===== src/rtl/gshare_branch_pred_pkg.sv =====
// Shared front-end constants and branch-predictor bus payloads.
package gshare_branch_pred_pkg;

    localparam int unsigned core_peval_width = 2;
    localparam int unsigned core_pc_width    = 32;
    localparam int unsigned core_hist_len    = 8;

    // Resolved-branch feedback as carried between execute and the predictor.
    typedef struct packed {
        logic                     valid;
        logic [core_pc_width-1:0] pc;
        logic [core_hist_len-1:0] hist;
        logic                     taken;
        logic                     mispred;
    } bp_fb_t;

    typedef struct packed {
        logic                     valid;
        logic                     taken;
        logic                     eval_alt;
        logic [core_hist_len-1:0] hist;
    } bp_rsp_t;

endpackage


===== src/rtl/gshare_branch_pred_entry_update.sv =====
// Next-state of one predictor entry: saturating direction and confidence counters.
module bp_entry_update #(
    parameter int unsigned ctr_width  = 2,
    parameter int unsigned conf_width = 3
) (
    input  logic [ctr_width-1:0]  ctr,
    input  logic [conf_width-1:0] conf,
    input  logic                  taken,
    output logic [ctr_width-1:0]  ctr_next_c,
    output logic [conf_width-1:0] conf_next_c
);

    always_comb begin
        ctr_next_c  = ctr;
        conf_next_c = conf;
        if (taken) begin
            if (ctr != '1) ctr_next_c = ctr + ctr_width'(1);
        end else begin
            if (ctr != '0) ctr_next_c = ctr - ctr_width'(1);
        end
        // Confidence tracks how often the old prediction was right; any miss clears it.
        if (ctr[ctr_width-1] == taken) begin
            if (conf != '1) conf_next_c = conf + conf_width'(1);
        end else begin
            conf_next_c = '0;
        end
    end

endmodule


===== src/rtl/gshare_branch_pred.sv =====
// Multi-port gshare direction predictor with confidence, history repair and init sweep.
module gshare_branch_pred
    import gshare_branch_pred_pkg::*;
#(
    parameter int unsigned port_cnt        = core_peval_width,
    parameter int unsigned pc_width        = core_pc_width,
    parameter int unsigned table_size      = 256,
    parameter int unsigned hist_len        = core_hist_len,
    parameter int unsigned ctr_width       = 2,
    parameter int unsigned conf_width      = 3,
    parameter int unsigned eval_alt_thresh = 4
) (
    input  logic                clk,
    input  logic                rst,
    input  logic                en,
    output logic                ready,
    input  logic                req_valid    [port_cnt],
    input  logic [pc_width-1:0] req_pc       [port_cnt],
    output logic                rsp_valid    [port_cnt],
    output logic                rsp_taken    [port_cnt],
    output logic                rsp_eval_alt [port_cnt],
    output logic [hist_len-1:0] rsp_hist     [port_cnt],
    input  logic                fb_valid,
    input  logic [pc_width-1:0] fb_pc,
    input  logic [hist_len-1:0] fb_hist,
    input  logic                fb_taken,
    input  logic                fb_mispred
);

    localparam int unsigned idx_w = $clog2(table_size);

    typedef logic [idx_w-1:0]      idx_t;
    typedef logic [ctr_width-1:0]  ctr_t;
    typedef logic [conf_width-1:0] conf_t;
    typedef logic [hist_len-1:0]   hist_t;
    typedef struct packed {
        ctr_t  ctr;
        conf_t conf;
    } entry_t;
    typedef enum logic {ST_INIT, ST_RUN} state_t;

    localparam ctr_t ctr_weak_nt = ctr_t'(2 ** (ctr_width - 1) - 1);

    if (table_size < 4 || (table_size & (table_size - 1)) != 0) begin : g_bad_table_size
        $error("table_size must be a power of two and at least 4");
    end
    if (hist_len < 2 || hist_len > idx_w) begin : g_bad_hist_len
        $error("hist_len must be between 2 and log2(table_size)");
    end
    if (ctr_width < 2) begin : g_bad_ctr_width
        $error("ctr_width must be at least 2");
    end
    if (eval_alt_thresh > 2 ** conf_width - 1) begin : g_bad_thresh
        $error("eval_alt_thresh exceeds the confidence counter range");
    end

    entry_t bp_table [table_size];
    state_t state;
    idx_t   init_idx;
    hist_t  ghr;

    entry_t rd_entry [port_cnt];
    logic   pred     [port_cnt];
    logic   alt      [port_cnt];
    hist_t  ghr_spec;
    idx_t   fb_idx;
    entry_t fb_entry;
    ctr_t   upd_ctr;
    conf_t  upd_conf;
    logic   run_active;
    logic   wr_en;
    idx_t   wr_idx;
    entry_t wr_data;
    logic   unused_bits;

    assign run_active = (state == ST_RUN) && en;

    // Lookups share the current GHR; valid ports shift predictions in, port 0 first.
    always_comb begin
        ghr_spec = ghr;
        for (int i = 0; i < port_cnt; i++) begin
            rd_entry[i] = bp_table[req_pc[i][idx_w+1:2] ^ idx_t'(ghr)];
            pred[i]     = rd_entry[i].ctr[ctr_width-1];
            alt[i]      = rd_entry[i].conf < conf_t'(eval_alt_thresh);
            if (req_valid[i]) ghr_spec = {ghr_spec[hist_len-2:0], pred[i]};
        end
    end

    assign fb_idx   = fb_pc[idx_w+1:2] ^ idx_t'(fb_hist);
    assign fb_entry = bp_table[fb_idx];

    bp_entry_update #(
        .ctr_width  (ctr_width),
        .conf_width (conf_width)
    ) u_entry_update (
        .ctr         (fb_entry.ctr),
        .conf        (fb_entry.conf),
        .taken       (fb_taken),
        .ctr_next_c  (upd_ctr),
        .conf_next_c (upd_conf)
    );

    // Single write port: init sweep owns it in INIT, feedback in RUN.
    always_comb begin
        wr_en   = 1'b0;
        wr_idx  = init_idx;
        wr_data = '{ctr: ctr_weak_nt, conf: '0};
        if (!rst) begin
            if (state == ST_INIT) begin
                wr_en = 1'b1;
            end else if (run_active && fb_valid) begin
                wr_en   = 1'b1;
                wr_idx  = fb_idx;
                wr_data = '{ctr: upd_ctr, conf: upd_conf};
            end
        end
    end

    always_ff @(posedge clk) begin
        if (wr_en) bp_table[wr_idx] <= wr_data;
    end

    always_ff @(posedge clk) begin
        if (rst) begin
            state    <= ST_INIT;
            init_idx <= '0;
            ghr      <= '0;
            ready    <= 1'b0;
            for (int i = 0; i < port_cnt; i++) begin
                rsp_valid[i]    <= 1'b0;
                rsp_taken[i]    <= 1'b0;
                rsp_eval_alt[i] <= 1'b0;
                rsp_hist[i]     <= '0;
            end
        end else begin
            case (state)
                ST_INIT: begin
                    init_idx <= init_idx + idx_t'(1);
                    for (int i = 0; i < port_cnt; i++) rsp_valid[i] <= 1'b0;
                    if (init_idx == idx_t'(table_size - 1)) begin
                        state <= ST_RUN;
                        ready <= 1'b1;
                    end
                end
                default: begin
                    if (en) begin
                        for (int i = 0; i < port_cnt; i++) begin
                            rsp_valid[i]    <= req_valid[i];
                            rsp_taken[i]    <= pred[i];
                            rsp_eval_alt[i] <= alt[i];
                            rsp_hist[i]     <= ghr;
                        end
                        // Repair wins over the speculative shift.
                        if (fb_valid && fb_mispred) ghr <= {fb_hist[hist_len-2:0], fb_taken};
                        else                        ghr <= ghr_spec;
                    end else begin
                        for (int i = 0; i < port_cnt; i++) rsp_valid[i] <= 1'b0;
                    end
                end
            endcase
        end
    end

    // PC bits outside the index window and the low counter bits are intentionally unused.
    always_comb begin
        unused_bits = ^fb_pc;
        for (int i = 0; i < port_cnt; i++) begin
            unused_bits = unused_bits ^ (^req_pc[i]) ^ (^rd_entry[i]);
        end
    end

endmodule


===== config.mk =====
export PLATFORM = sky130hd
export DESIGN_NAME = gshare_branch_pred
export DESIGN_NICKNAME = d
export VERILOG_FILES = /design/src/rtl/gshare_branch_pred_pkg.sv /design/src/rtl/gshare_branch_pred_entry_update.sv /design/src/rtl/gshare_branch_pred.sv
export SDC_FILE = /design/constraint.sdc
export NUM_CORES = 2
export LEC_CHECK = 0
export ABC_AREA = 1
export BUFFER_PORTS_ARGS = -buffer_cell sky130_fd_sc_hd__buf_2
export CORE_ASPECT_RATIO = 0.5
export CORE_UTILIZATION = 50
export DETAILED_ROUTE_END_ITERATION = 8
export PLACE_DENSITY = 0.66
export SYNTH_ARGS = -nofsm -noshare
export SYNTH_HDL_FRONTEND = slang
export SYNTH_SLANG_ARGS = --single-unit

===== constraint.sdc =====
create_clock -name clk -period 17.47 [get_ports clk]
set_input_delay 3.494 -clock clk [delete_from_list [all_inputs] [get_ports clk]]
set_output_delay 3.494 -clock clk [all_outputs]
set_load 0.02 [all_outputs]

==> results.sh <==
export IMPL_reg2reg_slack_ns=12.40
export IMPL_die_w_um=512
export IMPL_crit_arrival_ns=10.48
export IMPL_path_max_fanout=148
export IMPL_cts_tree="built"
export IMPL_finalClockSkew_ns=0.0246
export IMPL_min_from="init_idx[3]"
export IMPL_initialDrtViolationCount=8584
export IMPL_cp_cell_sequence="buf_2, inv_1, nand2_1, nand2_8, inv_8, buf_12, buf_12, nand2_1, o211ai_1, nand3_1, nand3_1, nand3_1, nand3_1, nand3_1, nand3_1, nand3_1, nand2_1, nand2_1, nor2_4, buf_4, buf_4"
export IMPL_core_um2=129000
export IMPL_cts_resized=0
export IMPL_yosysWarnings=0
export IMPL_whs_path_depth=1
export IMPL_r2r_start="ghr[1]"
export IMPL_areaGrowthSynthToFinish_pct=7.37
export IMPL_hp_class="flip-flop to flip-flop"
export IMPL_yosys_area_share_simple=0.310
export IMPL_syn_avg_cell_area_um2=9.15
export IMPL_antenna_found_initial=5
export IMPL_synth_area_um2=65000
export IMPL_max_freq_ghz=0.0998
export IMPL_r2r_end="ghr[0]"
export IMPL_layout_common_cells="2201 x nand2_1, 2086 x nand3_1, 1280 x edfxtp_1, 316 x nor2_1, 281 x inv_1"
export IMPL_p_leak_nw=26.4
export IMPL_overflow=0
export IMPL_yosys_area_top_type="edfxtp_1"
export IMPL_vias_per_cell=6.25
export IMPL_synth_edff_count=1280
export IMPL_cts_hold_buf=0
export IMPL_drt_wl_total_um=217000
export IMPL_numCtsBuffers=119
export IMPL_syn_inst=7100
export IMPL_status="finished, final reports clean"
export IMPL_max_cap_viol_count=0
export IMPL_dp_hpwl_um=123000
export IMPL_antenna_left=0
export IMPL_grt_pass1_vias=49790
export IMPL_r2r_cells=16
export IMPL_min_to="init_idx[3]"
export IMPL_grt_usage=0.324
export IMPL_finalHoldViolations=0
export IMPL_start_util=0.505
export IMPL_grt_max_degree=208
export IMPL_cts_htree_levels=3
export IMPL_crit_family="buffers and inverters"
export IMPL_ioPinCount=135
export IMPL_post_cts_buffers=0
export IMPL_synth_fa_ha_area_frac=0.000385
export IMPL_synth_fp_nets=7214
export IMPL_seq_area_um2=39100
export IMPL_ys_seq_area_frac=0.601
export IMPL_synth_top_cell_area_share=0.591
export IMPL_worst_path_buf_inv=7
export IMPL_die_y_um=257
export IMPL_synth_compound_area_frac=0.0277
export IMPL_fp_row_count=93
export IMPL_synth_distinct_cells=36
export IMPL_synth_top_flop_cell="edfxtp_1"
export IMPL_relSlewSlack=0.0889
export IMPL_clk_insertion_delay_late_ns=0.77
export IMPL_nNetsFinal=6959
export IMPL_wl_per_cell_um=25.1
export IMPL_synth_xor_area_share=0.00358
export IMPL_routabilityCongestion=0.910
export IMPL_crit_required_ns=17.93
export IMPL_grt_pass1_wl_um=318000
export IMPL_place_inst=8434
export IMPL_synthTopCellsByArea="edfxtp_1 59%, nand3_1 16%, nand2_1 13%, buf_2 2.4%, nor2_1 1.8%"
export IMPL_path_class="input port to flip-flop"
export IMPL_p_per_area_nw_per_um2=97.5
export IMPL_tightest_slew_ns=1.36
export IMPL_cp_common_cell="nand3_1"
export IMPL_rsz0062_at_grt="false"
export IMPL_die_area_um2=132000
export IMPL_final_common_cell="nand2_1"
export IMPL_slowest_stage="nor2_4"
export IMPL_crit_path_start_kind="input port"
export IMPL_muxShareOfSynthArea=0.000308
export IMPL_fill_cells=11295
export IMPL_cpPeakStageDelay_ns=0.75
export IMPL_slew_violations=0
export IMPL_drive_gt1_frac=0.0556
export IMPL_layout_cells_non_filler=8652
export IMPL_period_minus_slack_ns=10.02
export IMPL_finalSetupViolCount=0
export IMPL_holdWs_ns=0.478
export IMPL_fin_tns_setup_ns=0
export IMPL_p_total_w=0.00680
export IMPL_peakVddDrop_mv=0.0942
export IMPL_portBuffers=62
export IMPL_synthArstFlopShare=0
export IMPL_route_vias_total=54034
export IMPL_ys_ff_latch=1312
export IMPL_synth_top_family_by_area="simple AND/OR/NAND/NOR gates"
export IMPL_dr_pass1_iters=7
export IMPL_drc=0
export IMPL_clockBufferDepth=3
export IMPL_endpoint_kind="flip-flop"
export IMPL_clock_sinks=1312
export IMPL_clk_pin_slew_ns=0.07
export IMPL_multi_input_area_um2=22500
export IMPL_cts_root_buf="clkbuf_16"
export IMPL_finalCritPeriodShare=0.573
==> registers in the layout, summed over array words and instances, names as in the netlist <==
register / count
rsp_valid: 2
rsp_hist: 8
ghr: 8
rsp_eval_alt: 2
ready: 1
rsp_taken: 2
state: 1
init_idx: 8
bp_table: 1280
==> layout make-up <==
type	instances	share of cell area
tap	1710	0.0307
clock inverter	69	0.00827
timing repair buffer	159	0.0170
sequential	1312	0.560
antenna	2	0.0000717
multi-input combinational	4957	0.323
inverter	296	0.0163
clock buffer	147	0.0448
==> routing by layer <==
layer | global-route usage | routed length, um | share of wire
met1 | 0.452 | 83700 | 0.39
met2 | 0.458 | 88400 | 0.41
met3 | 0.115 | 35200 | 0.16
met4 | 0.129 | 9730 | 0.045
met5 | 0.00360 | 104 | 0.00048
==> where the power goes <==
part | total (W) | switching, W | internal (W)
Sequential | 0.00340 | 0.00000106 | 0.00340
Combinational | 0.000807 | 0.000605 | 0.000203
Clock | 0.00259 | 0.00119 | 0.00141
==> cells by family (layout without fill, tap and decap cells) <==
| logic type | Yosys count | count (layout) |
|---|---|---|
| flops | 1312 | 1312 |
| xor+xnor | 24 | 24 |
| compound gates | 283 | 283 |
| mux | 2 | 2 |
| simple gates | 4646 | 4646 |
| other cells | 0 | 2 |
| buf+inv | 831 | 671 |
| fa+ha+maj | 2 | 2 |
==> synthesized netlist by cell type (5+ instances only) <==
cell type and n:
nand2_1 2209, nand3_1 2095, edfxtp_1 1280, nor2_1 319, buf_2 312, inv_1 284
clkbuf_1 137, o211ai_1 135, o21ai_0 88, buf_1 41, buf_4 36, dfxtp_1 32
a21oi_1 23, xnor2_1 18, o22ai_1 17, inv_2 11, buf_6 9, o21ai_1 9
nand2_2 8, nor3_1 6, a31oi_1 5
==> stage by stage <==
| step | utilization | setup slack [ns] | area (um2) |
|---|---|---|---|
| global route | 0.542 | 7.19 | 69800 |
| global placement | 0.513 | 7.11 | 66100 |
| CTS | 0.542 | 7.82 | 69800 |
| detailed placement | 0.513 | 7.05 | 66100 |
| floorplan | - | 4.10 | 65000 |
| finish | 0.542 | 7.45 | 69800 |
==> how the worst max path moves through the flow <==
| stage | start | to | slack [ns] | cells past startpoint |
|---|---|---|---|---|
| final | fb_hist[0] | bp_table[126][2] | 7.45 | 21 |
| after global routing | fb_hist[0] | bp_table[124][2] | 7.19 | 21 |
| after CTS | fb_hist[0] | bp_table[125][2] | 7.82 | 21 |
| after detailed placement | fb_hist[0] | bp_table[123][2] | 7.05 | 21 |
| after global placement | fb_hist[0] | bp_table[122][2] | 7.11 | 21 |
| after floorplan | fb_hist[0] | bp_table[0][4] | 4.10 | 16 |
(Power assumes the default switching activity.)
